$ cat src/rtl/rv_decode_stage_if.sv
// Fetch-side and execute-side handshake bundle for the decode stage.
// slave = decode stage side, master = producer/consumer (testbench) side.
interface rv_decode_stage_if #(
    parameter int CNT_W = 16
);
    logic             in_valid;
    logic             in_ready;
    logic [31:0]      in_instr;
    logic             out_valid;
    logic             out_ready;
    logic [1:0]       out_fmt;
    logic [6:0]       out_opcode;
    logic [4:0]       out_rd;
    logic [2:0]       out_func3;
    logic [4:0]       out_rs1;
    logic [4:0]       out_rs2;
    logic [6:0]       out_func7;
    logic [31:0]      out_imm;
    logic [CNT_W-1:0] out_count;

    modport slave (
        input  in_valid, in_instr, out_ready,
        output in_ready, out_valid, out_fmt, out_opcode, out_rd, out_func3,
               out_rs1, out_rs2, out_func7, out_imm, out_count
    );

    modport master (
        output in_valid, in_instr, out_ready,
        input  in_ready, out_valid, out_fmt, out_opcode, out_rd, out_func3,
               out_rs1, out_rs2, out_func7, out_imm, out_count
    );
endinterface

$ cat src/rtl/rv_decode_stage.sv
// Registered RV32 decode stage: R/I/U/illegal classification, immediate
// generation, two-entry skid buffer and a saturating retired-decode counter.
module rv_decode_stage #(
    parameter int CNT_W = 16
) (
    input  logic                  clk,
    input  logic                  rst_n,
    input  logic                  flush_i,
    rv_decode_stage_if.slave      bus_io
);
    typedef enum logic [1:0] {FMT_R = 2'd0, FMT_I = 2'd1, FMT_U = 2'd2, FMT_ILL = 2'd3} fmt_e;

    // The raw word is kept so every field output is a plain slice of it.
    typedef struct packed {
        fmt_e        fmt;
        logic [31:0] instr;
        logic [31:0] imm;
    } dec_t;

    function automatic dec_t decode(input logic [31:0] w);
        dec_t d;
        d.instr = w;
        d.fmt   = FMT_ILL;
        d.imm   = 32'h0;
        case (w[6:0])
            7'h33: d.fmt = FMT_R;
            7'h13, 7'h03, 7'h67: begin
                d.fmt = FMT_I;
                d.imm = {{20{w[31]}}, w[31:20]};
            end
            7'h37, 7'h17: begin
                d.fmt = FMT_U;
                d.imm = {w[31:12], 12'h000};
            end
            default: d.fmt = FMT_ILL;
        endcase
        return d;
    endfunction

    dec_t             out_q, out_d, skid_q, skid_d;
    logic             out_valid_q, out_valid_d;
    logic             skid_valid_q, skid_valid_d;
    logic [CNT_W-1:0] cnt_q, cnt_d;
    dec_t             dec_in;
    logic             accept, deliver;

    assign dec_in  = decode(bus_io.in_instr);
    assign accept  = bus_io.in_valid && !skid_valid_q;
    assign deliver = out_valid_q && bus_io.out_ready;

    always_comb begin
        out_d        = out_q;
        skid_d       = skid_q;
        out_valid_d  = out_valid_q;
        skid_valid_d = skid_valid_q;
        cnt_d        = cnt_q;
        if (flush_i) begin
            out_valid_d  = 1'b0;
            skid_valid_d = 1'b0;
        end else begin
            if (deliver && !(&cnt_q))
                cnt_d = cnt_q + 1'b1;
            if (!out_valid_q || bus_io.out_ready) begin
                // Output slot frees up: skid entry has priority to keep order;
                // accept cannot coincide with a full skid since in_ready=0 then.
                if (skid_valid_q) begin
                    out_d        = skid_q;
                    out_valid_d  = 1'b1;
                    skid_valid_d = 1'b0;
                end else if (accept) begin
                    out_d       = dec_in;
                    out_valid_d = 1'b1;
                end else begin
                    out_valid_d = 1'b0;
                end
            end else if (accept) begin
                skid_d       = dec_in;
                skid_valid_d = 1'b1;
            end
        end
    end

    always_ff @(posedge clk or negedge rst_n) begin
        if (!rst_n) begin
            out_q        <= '0;
            skid_q       <= '0;
            out_valid_q  <= 1'b0;
            skid_valid_q <= 1'b0;
            cnt_q        <= '0;
        end else begin
            out_q        <= out_d;
            skid_q       <= skid_d;
            out_valid_q  <= out_valid_d;
            skid_valid_q <= skid_valid_d;
            cnt_q        <= cnt_d;
        end
    end

    assign bus_io.in_ready   = !skid_valid_q;
    assign bus_io.out_valid  = out_valid_q;
    assign bus_io.out_fmt    = out_q.fmt;
    assign bus_io.out_opcode = out_q.instr[6:0];
    assign bus_io.out_rd     = out_q.instr[11:7];
    assign bus_io.out_func3  = out_q.instr[14:12];
    assign bus_io.out_rs1    = out_q.instr[19:15];
    assign bus_io.out_rs2    = out_q.instr[24:20];
    assign bus_io.out_func7  = out_q.instr[31:25];
    assign bus_io.out_imm    = out_q.imm;
    assign bus_io.out_count  = cnt_q;
endmodule

$ cat src/flat_wrapper.sv
// flat-port wrapper written by rule: the top's interface ports become plain ports
module rv_decode_stage_flat 
#(
    parameter int CNT_W = 16
)
  (clk, rst_n, flush_i, bus_io_in_valid, bus_io_in_instr, bus_io_out_ready, bus_io_in_ready, bus_io_out_valid, bus_io_out_fmt, bus_io_out_opcode, bus_io_out_rd, bus_io_out_func3, bus_io_out_rs1, bus_io_out_rs2, bus_io_out_func7, bus_io_out_imm, bus_io_out_count);
  rv_decode_stage_if #(.CNT_W(CNT_W)) bus_io_i ();
  input  logic clk;
  input  logic rst_n;
  input  logic flush_i;
  input wire logic [$bits(bus_io_i.in_valid)-1:0] bus_io_in_valid;
  input wire logic [$bits(bus_io_i.in_instr)-1:0] bus_io_in_instr;
  input wire logic [$bits(bus_io_i.out_ready)-1:0] bus_io_out_ready;
  output wire logic [$bits(bus_io_i.in_ready)-1:0] bus_io_in_ready;
  output wire logic [$bits(bus_io_i.out_valid)-1:0] bus_io_out_valid;
  output wire logic [$bits(bus_io_i.out_fmt)-1:0] bus_io_out_fmt;
  output wire logic [$bits(bus_io_i.out_opcode)-1:0] bus_io_out_opcode;
  output wire logic [$bits(bus_io_i.out_rd)-1:0] bus_io_out_rd;
  output wire logic [$bits(bus_io_i.out_func3)-1:0] bus_io_out_func3;
  output wire logic [$bits(bus_io_i.out_rs1)-1:0] bus_io_out_rs1;
  output wire logic [$bits(bus_io_i.out_rs2)-1:0] bus_io_out_rs2;
  output wire logic [$bits(bus_io_i.out_func7)-1:0] bus_io_out_func7;
  output wire logic [$bits(bus_io_i.out_imm)-1:0] bus_io_out_imm;
  output wire logic [$bits(bus_io_i.out_count)-1:0] bus_io_out_count;
  assign bus_io_i.in_valid = bus_io_in_valid;
  assign bus_io_i.in_instr = bus_io_in_instr;
  assign bus_io_i.out_ready = bus_io_out_ready;
  assign bus_io_in_ready = bus_io_i.in_ready;
  assign bus_io_out_valid = bus_io_i.out_valid;
  assign bus_io_out_fmt = bus_io_i.out_fmt;
  assign bus_io_out_opcode = bus_io_i.out_opcode;
  assign bus_io_out_rd = bus_io_i.out_rd;
  assign bus_io_out_func3 = bus_io_i.out_func3;
  assign bus_io_out_rs1 = bus_io_i.out_rs1;
  assign bus_io_out_rs2 = bus_io_i.out_rs2;
  assign bus_io_out_func7 = bus_io_i.out_func7;
  assign bus_io_out_imm = bus_io_i.out_imm;
  assign bus_io_out_count = bus_io_i.out_count;
  rv_decode_stage #(.CNT_W(CNT_W)) u_core (.clk(clk), .rst_n(rst_n), .flush_i(flush_i), .bus_io(bus_io_i));
endmodule
$ cat config.mk
export PLATFORM = sky130hd
export DESIGN_NAME = rv_decode_stage_flat
export DESIGN_NICKNAME = d
export VERILOG_FILES = /design/src/rtl/rv_decode_stage_if.sv /design/src/rtl/rv_decode_stage.sv /design/src/flat_wrapper.sv
export SDC_FILE = /design/constraint.sdc
export NUM_CORES = 1
export LEC_CHECK = 0
export CAP_MARGIN = 20
export CELL_PAD_IN_SITES_DETAIL_PLACEMENT = 0
export CELL_PAD_IN_SITES_GLOBAL_PLACEMENT = 1
export CORE_AREA = 10 10 141 130
export CTS_CLUSTER_SIZE = 30
export DETAILED_ROUTE_END_ITERATION = 10
export DIE_AREA = 0 0 151 140
export PLACE_DENSITY = 0.94
export SYNTH_ARGS = -nofsm -noshare
export SYNTH_HDL_FRONTEND = slang
export SYNTH_SLANG_ARGS = --single-unit
export TNS_END_PERCENT = 50
$ cat constraint.sdc
create_clock -name clk -period 5.6 [get_ports clk]
set_input_delay 1.12 -clock clk [delete_from_list [all_inputs] [get_ports clk]]
set_output_delay 1.12 -clock clk [all_outputs]
set_load 0.01 [all_outputs]
==> summary.txt <==
Hold Path End - u_core.skid_q[61]$_DFFE_PN0P_
number of buffers added on ports - 120
Yosys warnings - 0
Crit. End Element - flip-flop
Initial DRC Count - 263
Worst Hold Depth - 2
PwrDens - 353 nW/um^2
fmax - 0.318 GHz
# diodes - 0
Post-synth top cells - nand2_1 (180), dfrtp_1 (150), nor2_1 (63)
Clk pwr share - 0.349
DR WL/cell - 17.4 um
Die Span Y - 140 um
clk root buf - clkbuf_16
clk_lat worst skew - 0.42 ns
Net Sw Frac - 0.268
Slew headroom - 0.317
Remaining DRCs - 0
Max-Cap Viols - 0
largest net degree at the start of global routing - 108
fin area - 8330 um^2
setup bufs post-CTS - 0
Tot GR Track Use - 0.164
combinational power share - 0.181
clock period minus worst slack - 3.15 ns
Syn Inst Count - 680
r2r endpoint - u_core.bus_io.out_imm[28]$_DFFE_PN0P_
clock transition at the registers of the reported paths - 0.06 ns
Hold Crit Start - u_core.skid_q[61]$_DFFE_PN0P_
crit-path max FO - 50
Worst EP required - 5.85 ns
Final #Nets - 822
post-synth top area cell - dfrtp_1
net count after synthesis - 718
die area - 21100 um^2
Seq/Total Area, Yosys - 0.580
Setup WS post-layout - 2.45 ns
I/O pin cnt - 121
clk_skew - 0.00715 ns
CTS Hold Bufs - 0
Final Max Tran Viols - 0
CTS tree - yes
Filler Cells Inserted - 1398
CTS buffer count - 17
library cells used by synthesis - 40
vias in the first global route - 5110
Synth Flop Type - dfrtp_1
CTS sink cnt - 150
Syn Area/Cell - 9.51 um^2
final setup fails - 0
most frequent cell after synthesis - nand2_1
hpwl dp - 10.9 mm
# rows - 43
Area contributors post-synth - dfrtp_1 (58%), nand2_1 (10%), mux2i_1 (5.0%)
vias per cell - 5.24
CTS H-tree lvls - 4
die width - 151 um
Max Buffers Root-to-Sink - 2
Initial Utilization - 0.423
final core utilization - 0.545
sequential share of power - 0.470
final hold violations - 0
Place WS - 2.02 ns
GR Overflow Total - 0
core box area - 15300 um^2
Leak - 0.00362 uW
RSZ-0062 raised after global routing - false
Final period util - 0.562
Int Pwr - 2150 uW
Critical Path AT - 3.39 ns
DRT Pass-1 Iters - 4
GP Congestion - 0.812
first-pass GRT wire length - 27.7 mm
#FFs+latches synth - 150
Register-to-Register Setup Slack - 2.76 ns
worst vdd ir - 0.000223 V
total power - 2940 uW
Area Growth Syn to Fin - 28.8%
R2R depth - 5
Synth top area share - 0.580
startpoint types - primary input
Placed Area - 7820 um^2
status - finished clean
Slew @ Worst Pin - 1.02 ns
Net Switching - 788 uW
share of cells above drive strength 1 - 0.0567
WS Path Type - in2reg
Post-synth EDFFs - 0
initial antenna violation count - 0
WL final - 17.3 mm
final setup TNS - 0 ns
async set-reset flop share out of synthesis - 1.00
total number of vias - 5209
Reg-to-Reg Start - u_core.skid_valid_q$_DFFE_PN0P_
Hold WC Path Type - reg2reg
PostCTS Resize Cnt - 0
Final ANT Viol Nets - 0
cell area after synthesis - 6470 um^2
-- flip-flops by register name, summed over array words and instances (netlist names) --
| register | count |
|---|---|
| u_core.bus_io.out_rs1 | 5 |
| u_core.skid_valid_q | 1 |
| u_core.bus_io.out_func3 | 3 |
| u_core.bus_io.out_imm | 32 |
| u_core.bus_io.out_func7 | 7 |
| u_core.skid_q | 66 |
| u_core.bus_io.out_rs2 | 5 |
| u_core.bus_io.out_opcode | 7 |
| u_core.bus_io.out_count | 16 |
| u_core.bus_io.out_fmt | 2 |
| u_core.bus_io.out_valid | 1 |
| u_core.bus_io.out_rd | 5 |
-- cells in the final DEF, fill, tap and decap left out, types with 2 or more instances in the layout --
| master | instances |
|---|---|
| clkbuf_1 | 5 |
| nor2_1 | 62 |
| o21ai_0 | 41 |
| a21oi_1 | 44 |
| nor4_1 | 4 |
| xnor2_1 | 4 |
| clkdlybuf4s50_1 | 119 |
| clkbuf_16 | 17 |
| nand3_1 | 33 |
| mux2i_1 | 32 |
| dfrtp_1 | 149 |
| nor3_1 | 23 |
| nand3b_1 | 3 |
| clkinv_2 | 3 |
| nand2_1 | 180 |
| nand4b_1 | 2 |
| nor4b_1 | 2 |
| buf_4 | 7 |
| nand4_1 | 5 |
| xor2_1 | 11 |
| a211oi_1 | 20 |
-- through the flow --
| step | std cells | hold WS, ns |
|---|---|---|
| after floorplan | 680 | 0.441 |
| after global placement | 967 | 0.454 |
| after detailed placement | 967 | 0.463 |
| after CTS | 995 | 0.477 |
| after global routing | 995 | 0.497 |
| final | 995 | 0.475 |
-- worst max-delay path: stages --
cell             delay (ns)
clkdlybuf4s50_1        0.45
nor2b_1                0.42
nand3_2                0.13
buf_4                  0.33
a21oi_2                0.78
a21oi_1                0.15
-- worst max-delay path by stage --
stage,start,to,cells past startpoint,slack [ns]
6_report,bus_io_out_ready,u_core.skid_q[12]$_DFFE_PN0P_,6,2.45
5_1_grt,bus_io_out_ready,u_core.skid_q[12]$_DFFE_PN0P_,6,2.20
4_1_cts,bus_io_out_ready,u_core.skid_q[12]$_DFFE_PN0P_,6,2.45
3_5_place_dp,bus_io_out_ready,u_core.skid_q[18]$_DFFE_PN0P_,6,2.02
3_3_place_gp,bus_io_out_ready,u_core.skid_q[30]$_DFFE_PN0P_,6,2.14
2_1_floorplan,bus_io_out_ready,u_core.bus_io.out_imm[21]$_DFFE_PN0P_,6,3.19
-- logic make-up (layout without fill, tap and decap cells) --
family | after synthesis | after routing | synth area share
xor gates and xnor gates | 15 | 15 | 0.0203
AOI/OAI and AO/OA | 109 | 109 | 0.0971
adders and majority gates | 1 | 1 | 0.00193
muxes | 33 | 33 | 0.0513
and+or+nand+nor | 328 | 328 | 0.220
DFF | 150 | 150 | 0.580
buffers and inverters | 44 | 157 | 0.0290
-- layout make-up --
type | instances | area, um^2 | area share
timing repair buffer | 127 | 1250 | 0.151
clock buffer | 23 | 458 | 0.0550
sequential | 150 | 3750 | 0.451
clock inverter | 5 | 53.8 | 0.00646
multi-input combinational | 486 | 2550 | 0.306
tap | 202 | 253 | 0.0303
inverter | 2 | 7.51 | 0.000901
-- power by group through the flow --
stage	registers (uW)	clock network, uW	logic [uW]
2_1_floorplan	1420	0	201
3_3_place_gp	1390	0	532
3_5_place_dp	1400	0	545
4_1_cts	1380	1050	547
5_1_grt	1400	1100	598
6_report	1380	1020	533
-- layer usage --
layer	part of all wire	routed length (um)	vias to the layer above	track usage
met5	0	0	-	0
met3	0.082	1410	11	0.0573
met4	0.0080	138	0	0.0456
li1	-	-	2502	-
met2	0.46	8010	151	0.250
met1	0.45	7720	2545	0.216
(Power assumes the default switching activity.)
